`config.mk`:
```
export PLATFORM = sky130hd
export DESIGN_NAME = vga_timing_gen_flat
export DESIGN_NICKNAME = d
export VERILOG_FILES = /design/src/rtl/vga_timing_gen_if.sv /design/src/rtl/vga_timing_gen.sv /design/src/flat_wrapper.sv
export SDC_FILE = /design/constraint.sdc
export NUM_CORES = 1
export LEC_CHECK = 0
export ABC_AREA = 1
export CAP_MARGIN = 20
export CORE_AREA = 2 2 68 70
export DETAILED_ROUTE_END_ITERATION = 10
export DIE_AREA = 0 0 70 72
export PLACE_DENSITY_LB_ADDON = 0.15
export SLEW_MARGIN = 10
export SYNTH_ARGS = -nofsm -noshare
export SYNTH_HDL_FRONTEND = slang
export SYNTH_SLANG_ARGS = --single-unit
```
`constraint.sdc`:
```
create_clock -name clk -period 3.68 [get_ports clk]
set_input_delay 1.104 -clock clk [delete_from_list [all_inputs] [get_ports clk]]
set_output_delay 1.104 -clock clk [all_outputs]
set_load 0.02 [all_outputs]
```
`src/rtl/vga_timing_gen_if.sv`:
```
// Pixel-stream bundle passed along the drawing chain: position, sync/blank flags and colour.
interface vga_if;
  logic [10:0] hcount;
  logic [10:0] vcount;
  logic        hsync;
  logic        vsync;
  logic        hblnk;
  logic        vblnk;
  logic [11:0] rgb;

  modport vga_out (output hcount, vcount, hsync, vsync, hblnk, vblnk, rgb);
  modport vga_in  (input  hcount, vcount, hsync, vsync, hblnk, vblnk, rgb);
endinterface

```
`src/rtl/vga_timing_gen.sv`:
```
// Head of the pixel stream: raster counters with registered sync/blank decode and a
// per-frame start pulse. Colour is left black for later stages to paint over.
module vga_timing_gen #(
  parameter int H_ACTIVE     = 800,
  parameter int H_SYNC_START = 840,
  parameter int H_SYNC_LEN   = 128,
  parameter int H_TOTAL      = 1056,
  parameter int V_ACTIVE     = 600,
  parameter int V_SYNC_START = 601,
  parameter int V_SYNC_LEN   = 4,
  parameter int V_TOTAL      = 628,
  parameter int SYNC_POL     = 1
) (
  input  logic   clk,
  input  logic   rst,
  input  logic   pix_en,
  vga_if.vga_out vga_out,
  output logic   frame_start
);

  if (H_TOTAL > 2048 || V_TOTAL > 2048 ||
      H_ACTIVE > H_SYNC_START || H_SYNC_START + H_SYNC_LEN > H_TOTAL ||
      V_ACTIVE > V_SYNC_START || V_SYNC_START + V_SYNC_LEN > V_TOTAL) begin : g_bad_params
    $fatal(1, "vga_timing_gen: inconsistent timing parameters");
  end

  localparam logic [10:0] H_ACT = 11'(H_ACTIVE);
  localparam logic [10:0] H_SS  = 11'(H_SYNC_START);
  localparam logic [11:0] H_SE  = 12'(H_SYNC_START + H_SYNC_LEN);
  localparam logic [10:0] H_MAX = 11'(H_TOTAL - 1);
  localparam logic [10:0] V_ACT = 11'(V_ACTIVE);
  localparam logic [10:0] V_SS  = 11'(V_SYNC_START);
  localparam logic [11:0] V_SE  = 12'(V_SYNC_START + V_SYNC_LEN);
  localparam logic [10:0] V_MAX = 11'(V_TOTAL - 1);
  localparam logic        POL   = (SYNC_POL != 0);

  logic [10:0] hcount, vcount, hnext, vnext;
  logic        hsync, vsync, hblnk, vblnk;
  logic        wrap;

  always_comb begin
    hnext = hcount + 11'd1;
    vnext = vcount;
    wrap  = 1'b0;
    if (hcount == H_MAX) begin
      hnext = '0;
      if (vcount == V_MAX) begin
        vnext = '0;
        wrap  = 1'b1;
      end else begin
        vnext = vcount + 11'd1;
      end
    end
  end

  // Flags are decoded from the next position so they land in the same cycle as it.
  always_ff @(posedge clk) begin
    if (rst) begin
      hcount      <= '0;
      vcount      <= '0;
      hblnk       <= 1'b0;
      vblnk       <= 1'b0;
      hsync       <= ~POL;
      vsync       <= ~POL;
      frame_start <= 1'b0;
    end else if (pix_en) begin
      hcount      <= hnext;
      vcount      <= vnext;
      hblnk       <= (hnext >= H_ACT);
      vblnk       <= (vnext >= V_ACT);
      hsync       <= (hnext >= H_SS && {1'b0, hnext} < H_SE) ? POL : ~POL;
      vsync       <= (vnext >= V_SS && {1'b0, vnext} < V_SE) ? POL : ~POL;
      frame_start <= wrap;
    end else begin
      frame_start <= 1'b0;
    end
  end

  assign vga_out.hcount = hcount;
  assign vga_out.vcount = vcount;
  assign vga_out.hsync  = hsync;
  assign vga_out.vsync  = vsync;
  assign vga_out.hblnk  = hblnk;
  assign vga_out.vblnk  = vblnk;
  assign vga_out.rgb    = 12'h000;

endmodule

```
`src/flat_wrapper.sv`:
```
// flat-port wrapper written by rule: the top's interface ports become plain ports
module vga_timing_gen_flat 
#(
  parameter int H_ACTIVE     = 800,
  parameter int H_SYNC_START = 840,
  parameter int H_SYNC_LEN   = 128,
  parameter int H_TOTAL      = 1056,
  parameter int V_ACTIVE     = 600,
  parameter int V_SYNC_START = 601,
  parameter int V_SYNC_LEN   = 4,
  parameter int V_TOTAL      = 628,
  parameter int SYNC_POL     = 1
)
  (clk, rst, pix_en, frame_start, vga_out_hcount, vga_out_vcount, vga_out_hsync, vga_out_vsync, vga_out_hblnk, vga_out_vblnk, vga_out_rgb);
  vga_if vga_out_i ();
  input  logic clk;
  input  logic rst;
  input  logic pix_en;
  output logic frame_start;
  output wire logic [$bits(vga_out_i.hcount)-1:0] vga_out_hcount;
  output wire logic [$bits(vga_out_i.vcount)-1:0] vga_out_vcount;
  output wire logic [$bits(vga_out_i.hsync)-1:0] vga_out_hsync;
  output wire logic [$bits(vga_out_i.vsync)-1:0] vga_out_vsync;
  output wire logic [$bits(vga_out_i.hblnk)-1:0] vga_out_hblnk;
  output wire logic [$bits(vga_out_i.vblnk)-1:0] vga_out_vblnk;
  output wire logic [$bits(vga_out_i.rgb)-1:0] vga_out_rgb;
  assign vga_out_hcount = vga_out_i.hcount;
  assign vga_out_vcount = vga_out_i.vcount;
  assign vga_out_hsync = vga_out_i.hsync;
  assign vga_out_vsync = vga_out_i.vsync;
  assign vga_out_hblnk = vga_out_i.hblnk;
  assign vga_out_vblnk = vga_out_i.vblnk;
  assign vga_out_rgb = vga_out_i.rgb;
  vga_timing_gen #(.H_ACTIVE(H_ACTIVE), .H_SYNC_START(H_SYNC_START), .H_SYNC_LEN(H_SYNC_LEN), .H_TOTAL(H_TOTAL), .V_ACTIVE(V_ACTIVE), .V_SYNC_START(V_SYNC_START), .V_SYNC_LEN(V_SYNC_LEN), .V_TOTAL(V_TOTAL), .SYNC_POL(SYNC_POL)) u_core (.clk(clk), .rst(rst), .pix_en(pix_en), .vga_out(vga_out_i), .frame_start(frame_start));
endmodule
```
======== After elaboration in Yosys (flattened, before gate mapping) ========
Cells that the tools add are included.
operators by class
  add/sub/neg operators ................... 2
  $mul .................................... 0
  div/mod/pow operators ................... 0
  order comparisons ....................... 6
  equality and inequality tests ........... 2
  shift operators ......................... 0
  muxes and demuxes ....................... 6
  bitwise logic cells ..................... 2
  reductions and logical operators ........ 3
operator list
  kind                   number
  $ge 11x10->1 const B   4
  $mux 11                3
  $add 11x1->11 const B  2
  $lt 11x10->1 const B   2
  $eq 11x10->1 const B   1
  $eq 11x11->1 const B   1
  $mux 1                 3
  $reduce_or 3->1        1
  $logic_and 1x1->1      2
  $not 1->1              2
word-level totals
  register bits ........................... 27
  bits in latches ......................... 0
  memory bits (writable) .................. 0
  ROM bits ................................ 0
  bits of input ports ..................... 3
  output and inout bits ................... 39
  logic and storage cells ................. 28
  memories kept ........................... 0

======== Depth between registers and ports, before layout ========
  word-level depth ........................ 6
  depth in mapped cells ................... 15
  gate-level depth less buffers ........... 14

======== Worst setup path after synthesis ========
OpenSTA, ideal clock, no wires.
  kind .................................... register -> register
  start ................................... register u_core.hcount[0] (netlist: u_core.vga_out.hcount[0])
  end ..................................... register u_core.hsync (netlist: u_core.vga_out.hsync)
  library setup time ...................... 116 ps
  arrival ................................. 1874 ps
  data required time ...................... 3564 ps
  slack ................................... 1690 ps
  cell stages (with the launch flop) ...... 12
  buffers on the path ..................... 0
  period minus slack after synthesis ...... 1990 ps
  path through ............................ dfxtp_1 > ha_1 > nand2_2 > nor2_4 > nand3_1 > nor2_1 > nand4_1 > nand3_1 > a21boi_0 > nand2_1 > nand2_1 > a21oi_1
between the ends
  cells in the longest elaborated chain, start to end .. 5
  elaborated cells on any way between the ends .. 7
  those cells by class .................... add/sub (1); order compare (2); eq/ne (1); mux (2); reduce/logical (1)
ends and longest elaborated chain
  item                                           line                                        RTL
  start: declaration                             vga_timing_gen.sv:37                        logic [10:0] hcount, vcount, hnext, vnext;
  start signal: assignment                       vga_timing_gen.sv:67                        hcount <= hnext;
  $add 11x1->11 or $eq 11x11->1 (tied branches)  vga_timing_gen.sv:42, vga_timing_gen.sv:45
  $mux 11 *                                      vga_timing_gen.sv:45                        if (hcount == H_MAX) begin
  $ge 11x10->1 or $lt 11x10->1 (tied branches)   vga_timing_gen.sv:71                        hsync <= (hnext >= H_SS && {1'b0, hnext} < H_SE) ? POL : ~POL;
  $logic_and 1x1->1 *                            vga_timing_gen.sv:71
  $mux 1 *                                       vga_timing_gen.sv:71
  end signal: assignment                         vga_timing_gen.sv:63                        hsync <= ~POL;
  end signal: assignment                         vga_timing_gen.sv:71
  end: declaration                               vga_timing_gen.sv:38                        logic hsync, vsync, hblnk, vblnk;
Mark *: on every way between the ends. The rest lies on a longest branch, timed or not.
A chain may end at the register's enable or synchronous reset.

======== Worst setup path in the final report ========
  start ................................... register u_core.vcount[2] (netlist: u_core.vga_out.vcount[2])
  end ..................................... output vga_out_vcount[2]
RTL lines
  item                      line                  RTL
  start: declaration        vga_timing_gen.sv:37
  start signal: assignment  vga_timing_gen.sv:68  vcount <= vnext;
  end: declaration          flat_wrapper.sv:21    output wire logic [$bits(vga_out_i.vcount)-1:0] vga_out_vcount;
No word-level cell between the ends.

==> impl_results.md <==
- Pwr dens: 289 mW/mm²
- Layout cell share with drive strength beyond 1: 0.0774
- WP buf/inv: 1
- # setup viols final: 0
- Crit path kind: reg -> out
- Vias per cell: approximately 5.0
- Tcrit/Tclk final: 0.719
- CP Launch Type: register
- Multi-input logic area: about 0.0012 mm²
- Die Area: around 0.0050 mm²
- Most common cell in the synthesized netlist: nand2_1
- Status: complete, no violations
- Crit path largest cell delay: around 690 ps
- Clock sinks: 27
- CP Capture Type: output port
- Clock Tree Buf Depth: 2
- First-pass GRT wire length: between 7 and 8 mm
- Commonest register cell after synthesis: dfxtp_1
- DR vias: approximately 1.9k
- Antenna Nets Post-Route: 0
- Root Buffer: clkbuf_8
- DP Area: 0.00222 mm²
- YS warnings: 0
- Hold WC Path Type: reg -> reg
- Critical path peak fanout: 11
- Maximum number of pins on one net before global-route repair: 35
- RSZ-0062 raised after global routing: no
- GRT Residual Overflow: 0
- DRC: 0
- Mapped Area: a little under 0.002 mm²
- Clock Skew: a little under 10 ps
- Ranking of synthesized cells by area: dfxtp_1 27%, nand2_1 14%, nor2_1 7.4%
- Sequential area share after synthesis: 0.274
- # rows: 24
- TritonCTS clock tree: done
- CTS Buf Count: 3
- Pleak: about 1 nW
- Placer Congestion: around 0.83
- Peak Freq: 0.378 GHz
- CTS clock-pin slew for the worst setup and hold paths: about 100 ps
- DR WL/cell: about 12 µm
- Final hold violation count: 0
- Fillers: between 400 and 500
- CP required: ~2600 ps
- Setup TNS: 0 ps
- Die H: between 70 and 80 µm
- Yosys top cell area share: 0.274
- Final instance area: about 0.0023 mm²
- H-tree levels: 1
- Cells after synthesis: 314
- Worst endpoint data arrival time: 1540 ps
- # IOs: between 40 and 50
- Crit path cell chain: clkdlybuf4s50_1
- Number of diodes: 0
- Core Area: around 0.0043 mm²
- DR iter-0 viols: ~120
- Biggest area consumer among synthesized cells: dfxtp_1
- Die Wd: roughly 70 µm
- Library cells used by synthesis: 33
- CP max-delay cell: clkdlybuf4s50_1
- Post-CTS setup buffers: 0
- Commonest cells post-synth: 74 x nand2_1, 39 x nor2_1, 38 x inv_1, 27 x dfxtp_1, 26 x nand3_1
- Post-cts gate resize count: 0
- Pins Over Slew Limit: 0
- Initial antenna violation count: 0
- Hold bufs inserted after CTS: 0
- Vias in the first global route: between 1.5k and 2k
- VDD IR max: between 100 and 150 µV
- Worst-Skew Late Latency: 280 ps
- Ys async rst share: 0
- Yosys reg bits: 27
- Final HPWL DP: around 3.4 mm
- Post-synthesis average cell area: 6.27 µm²
- Max Cap Viol: 0
- Final nets: about 340
- Delay-heaviest family, CP: buffers and inverters
- Port Buf Inserts: 29
- Pre-Repair DR Iteration Count: 4
- Detailed Route WL: between 4 and 5 mm
- Worst-margin pin slew: around 560 ps
- Slew HR: 0.626
- Minimum clock period: 2650 ps
- Layout-stage area growth over the synthesis result: 14.8%
- Total power: between 0.6 and 0.7 mW
- Number of flops mapped to enable cells by yosys: 0
- All-Layer GR Usage: 0.182
- Initial Util: 0.462
- Reg area: 541 µm²
==> routing by layer <==
metal | track usage | share of wire | up-vias | routed length [µm]
met2 | 0.312 | 0.48 | 50 | 2190
met4 | 0.0641 | 0.013 | 0 | 59
met1 | 0.239 | 0.47 | 850 | 2170
met3 | 0.0181 | 0.041 | 5 | 191
li1 | - | - | 1032 | -
met5 | 0 | 0 | - | 0
==> sequential cells by signal, summed over array words and instances, names as in the netlist <==
name                   cells
u_core.frame_start         1
u_core.vga_out.hblnk       1
u_core.vga_out.hcount     11
u_core.vga_out.hsync       1
u_core.vga_out.vblnk       1
u_core.vga_out.vcount     11
u_core.vga_out.vsync       1
==> cell families after synthesis <==
family,share of synthesized area
compound gates,0.142
xor+xnor,0.0178
other cells,0.00190
buf+inv,0.156
simple gates,0.395
fa+ha+maj,0.0127
flops,0.274
==> cell type report <==
class                   count  area share
multi-input cells         235       0.514
clock buffers               4      0.0199
well taps                  52      0.0288
inverters                  40      0.0664
flip-flops and latches     27       0.239
repair buffers             30       0.132
==> worst paths after layout <==
path         slack [ps]  depth (start not counted)                                end                             startpoint
max                1030                          1                  vga_out_vcount[2]  u_core.vga_out.vcount[2]$_SDFFE_PP0P_
min reg2reg         470                          2  u_core.vga_out.hsync$_SDFFE_PP0P_      u_core.vga_out.hsync$_SDFFE_PP0P_
min                 470                          2  u_core.vga_out.hsync$_SDFFE_PP0P_      u_core.vga_out.hsync$_SDFFE_PP0P_
max reg2reg        1280                         13  u_core.vga_out.vsync$_SDFFE_PP0P_  u_core.vga_out.hcount[0]$_SDFFE_PP0P_
==> cells in the final DEF, fill, tap and decap left out, drive strengths merged, types with 9 or more instances in the layout <==
| cell | Yosys | layout |
|---|---|---|
| nor2 | 44 | 44 |
| dfxtp | 27 | 27 |
| nand3 | 28 | 28 |
| o21ai | 16 | 16 |
| a21oi | 20 | 20 |
| conb | 1 | 12 |
| nand4 | 9 | 9 |
| nand2 | 82 | 82 |
| inv | 39 | 39 |
| clkdlybuf4s50 | 0 | 29 |
==> through the flow <==
stage,utilization,hold slack [ps],worst slack (ps),cells
after global placement,0.520,457,1130,384
after floorplan,-,539,1690,325
final,0.530,473,1030,388
after global routing,0.530,484,969,388
after detailed placement,0.520,460,1070,384
after CTS,0.530,476,1020,388
==> where the power goes <==
part,internal [mW],switching [mW]
registers,0.308,0.0263
logic,0.0559,0.0892
clock network,0.0778,0.0957
Note: power is estimated with default switching activity, not from simulation.
==> patch, RTL diff (same settings) <==
Compare `hcount` against `H_MAX` with >= in place of ==.
--- a/src/rtl/vga_timing_gen.sv
+++ b/src/rtl/vga_timing_gen.sv
@@ -43,5 +43,5 @@
     vnext = vcount;
     wrap  = 1'b0;
-    if (hcount == H_MAX) begin
+    if (hcount >= H_MAX) begin
       hnext = '0;
       if (vcount == V_MAX) begin
Function: same outputs for any inputs over 10 cycles, from zero or initial values and one cycle with rst high; that may be too few to reach the edited logic, so the function may still have changed.
==> patch against the unedited design <==
Sequential cell count unchanged; critical path depth increased by 5; cell area decreased by 3.8%; wire length increased by 2.1%; power decreased by 6.4%; core utilization decreased by 2.0 points; worst setup slack improved by 0.021 ns; non-clock buffer count unchanged; synthesized area decreased by 6.0%; critical path type is now in -> reg.
==> patch: results (changes against the unedited design) <==
metric,value,unit,change
peak supply drop,298,µV,+100%
pwr/cell area,281,mW/mm²,-2.7%
Tot Pwr,0.000611,W,-6.4%
synthesized instance count,295,,-6.1%
Total Wirelength,4.71,mm,+2.1%
Fillers,457,,+3.4%
routability cong.,0.853,,+2.5%
Synth area leaders,"dfxtp_1 (29%), nand2_1 (16%), nand3_1 (7.6%), inv_1 (6.5%), nor2_1 (5.3%)",,
crit path to,u_core.vga_out.vcount[4]$_SDFFE_PP0P_,,
r2r worst-path depth,11,,-2
Synth cell types,32,,-3.0%
worst hold slack,0.473,ns,+0.000417 ns
first-pass GRT wire length,8.10,mm,+8.5%
routing usage on met1,0.304,,+0.0651
Worst path max stage delay,0.45,ns,-0.24 ns
grt met3 use,0.0236,,+0.00556
combinational share of power,0.191,,-0.031
reg2reg setup slack,1.42,ns,+0.14 ns
DR vias,1919,,-0.93%
CP max FO,19,,+8
Lkg Pwr,0.908,nW,-7.0%
min Tclk post-route,2.63,ns,-0.0206 ns
Hold Path End,u_core.vga_out.vsync$_SDFFE_PP0P_,,
routed wl met2,2.01,mm,-8.1%
GRT Util Overall,0.196,,+0.0142
fin cells,374,,-3.6%
Post-DP HPWL,3.62,mm,+6.7%
worst path arrival time,2.82,ns,+1.28 ns
worst hold start,u_core.vga_out.vsync$_SDFFE_PP0P_,,
share of layout cells above drive strength 1,0.0652,,-0.0122
Setup crit start,pix_en,,
status,"complete, no violations",,
patch: changes by cell type after synthesis, moves of 3 or more:
cell | unedited run | this run
nor2_1 | 39 | 26
inv_1 | 38 | 32
o22ai_1 | 0 | 6
o21ai_1 | 0 | 5
nand2_1 | 74 | 78
nand2_2 | 8 | 4
o211ai_1 | 4 | 0
a21oi_2 | 3 | 0
nor2_4 | 3 | 0
o21ai_0 | 16 | 13
patch: cell families after synthesis:
group                    count (synthesis)  synth area share
other                                    1           0.00203
flip-flops                              27             0.292
adder cells (fa/ha/maj)                  2            0.0135
buffers and inverters                   55             0.145
AO/OA/AOI/OAI                           50             0.152
XOR/XNOR                                 5            0.0237
AND/OR/NAND/NOR                        155             0.372
patch: area by class of cell:
type / instances / share of cell area
Multi-Input combinational cell: 224 / 0.498
Sequential cell: 27 / 0.249
Timing Repair Buffer: 30 / 0.137
Inverter: 37 / 0.0639
Tap cell: 52 / 0.0299
Clock buffer: 3 / 0.0190
Clock inverter: 1 / 0.00345
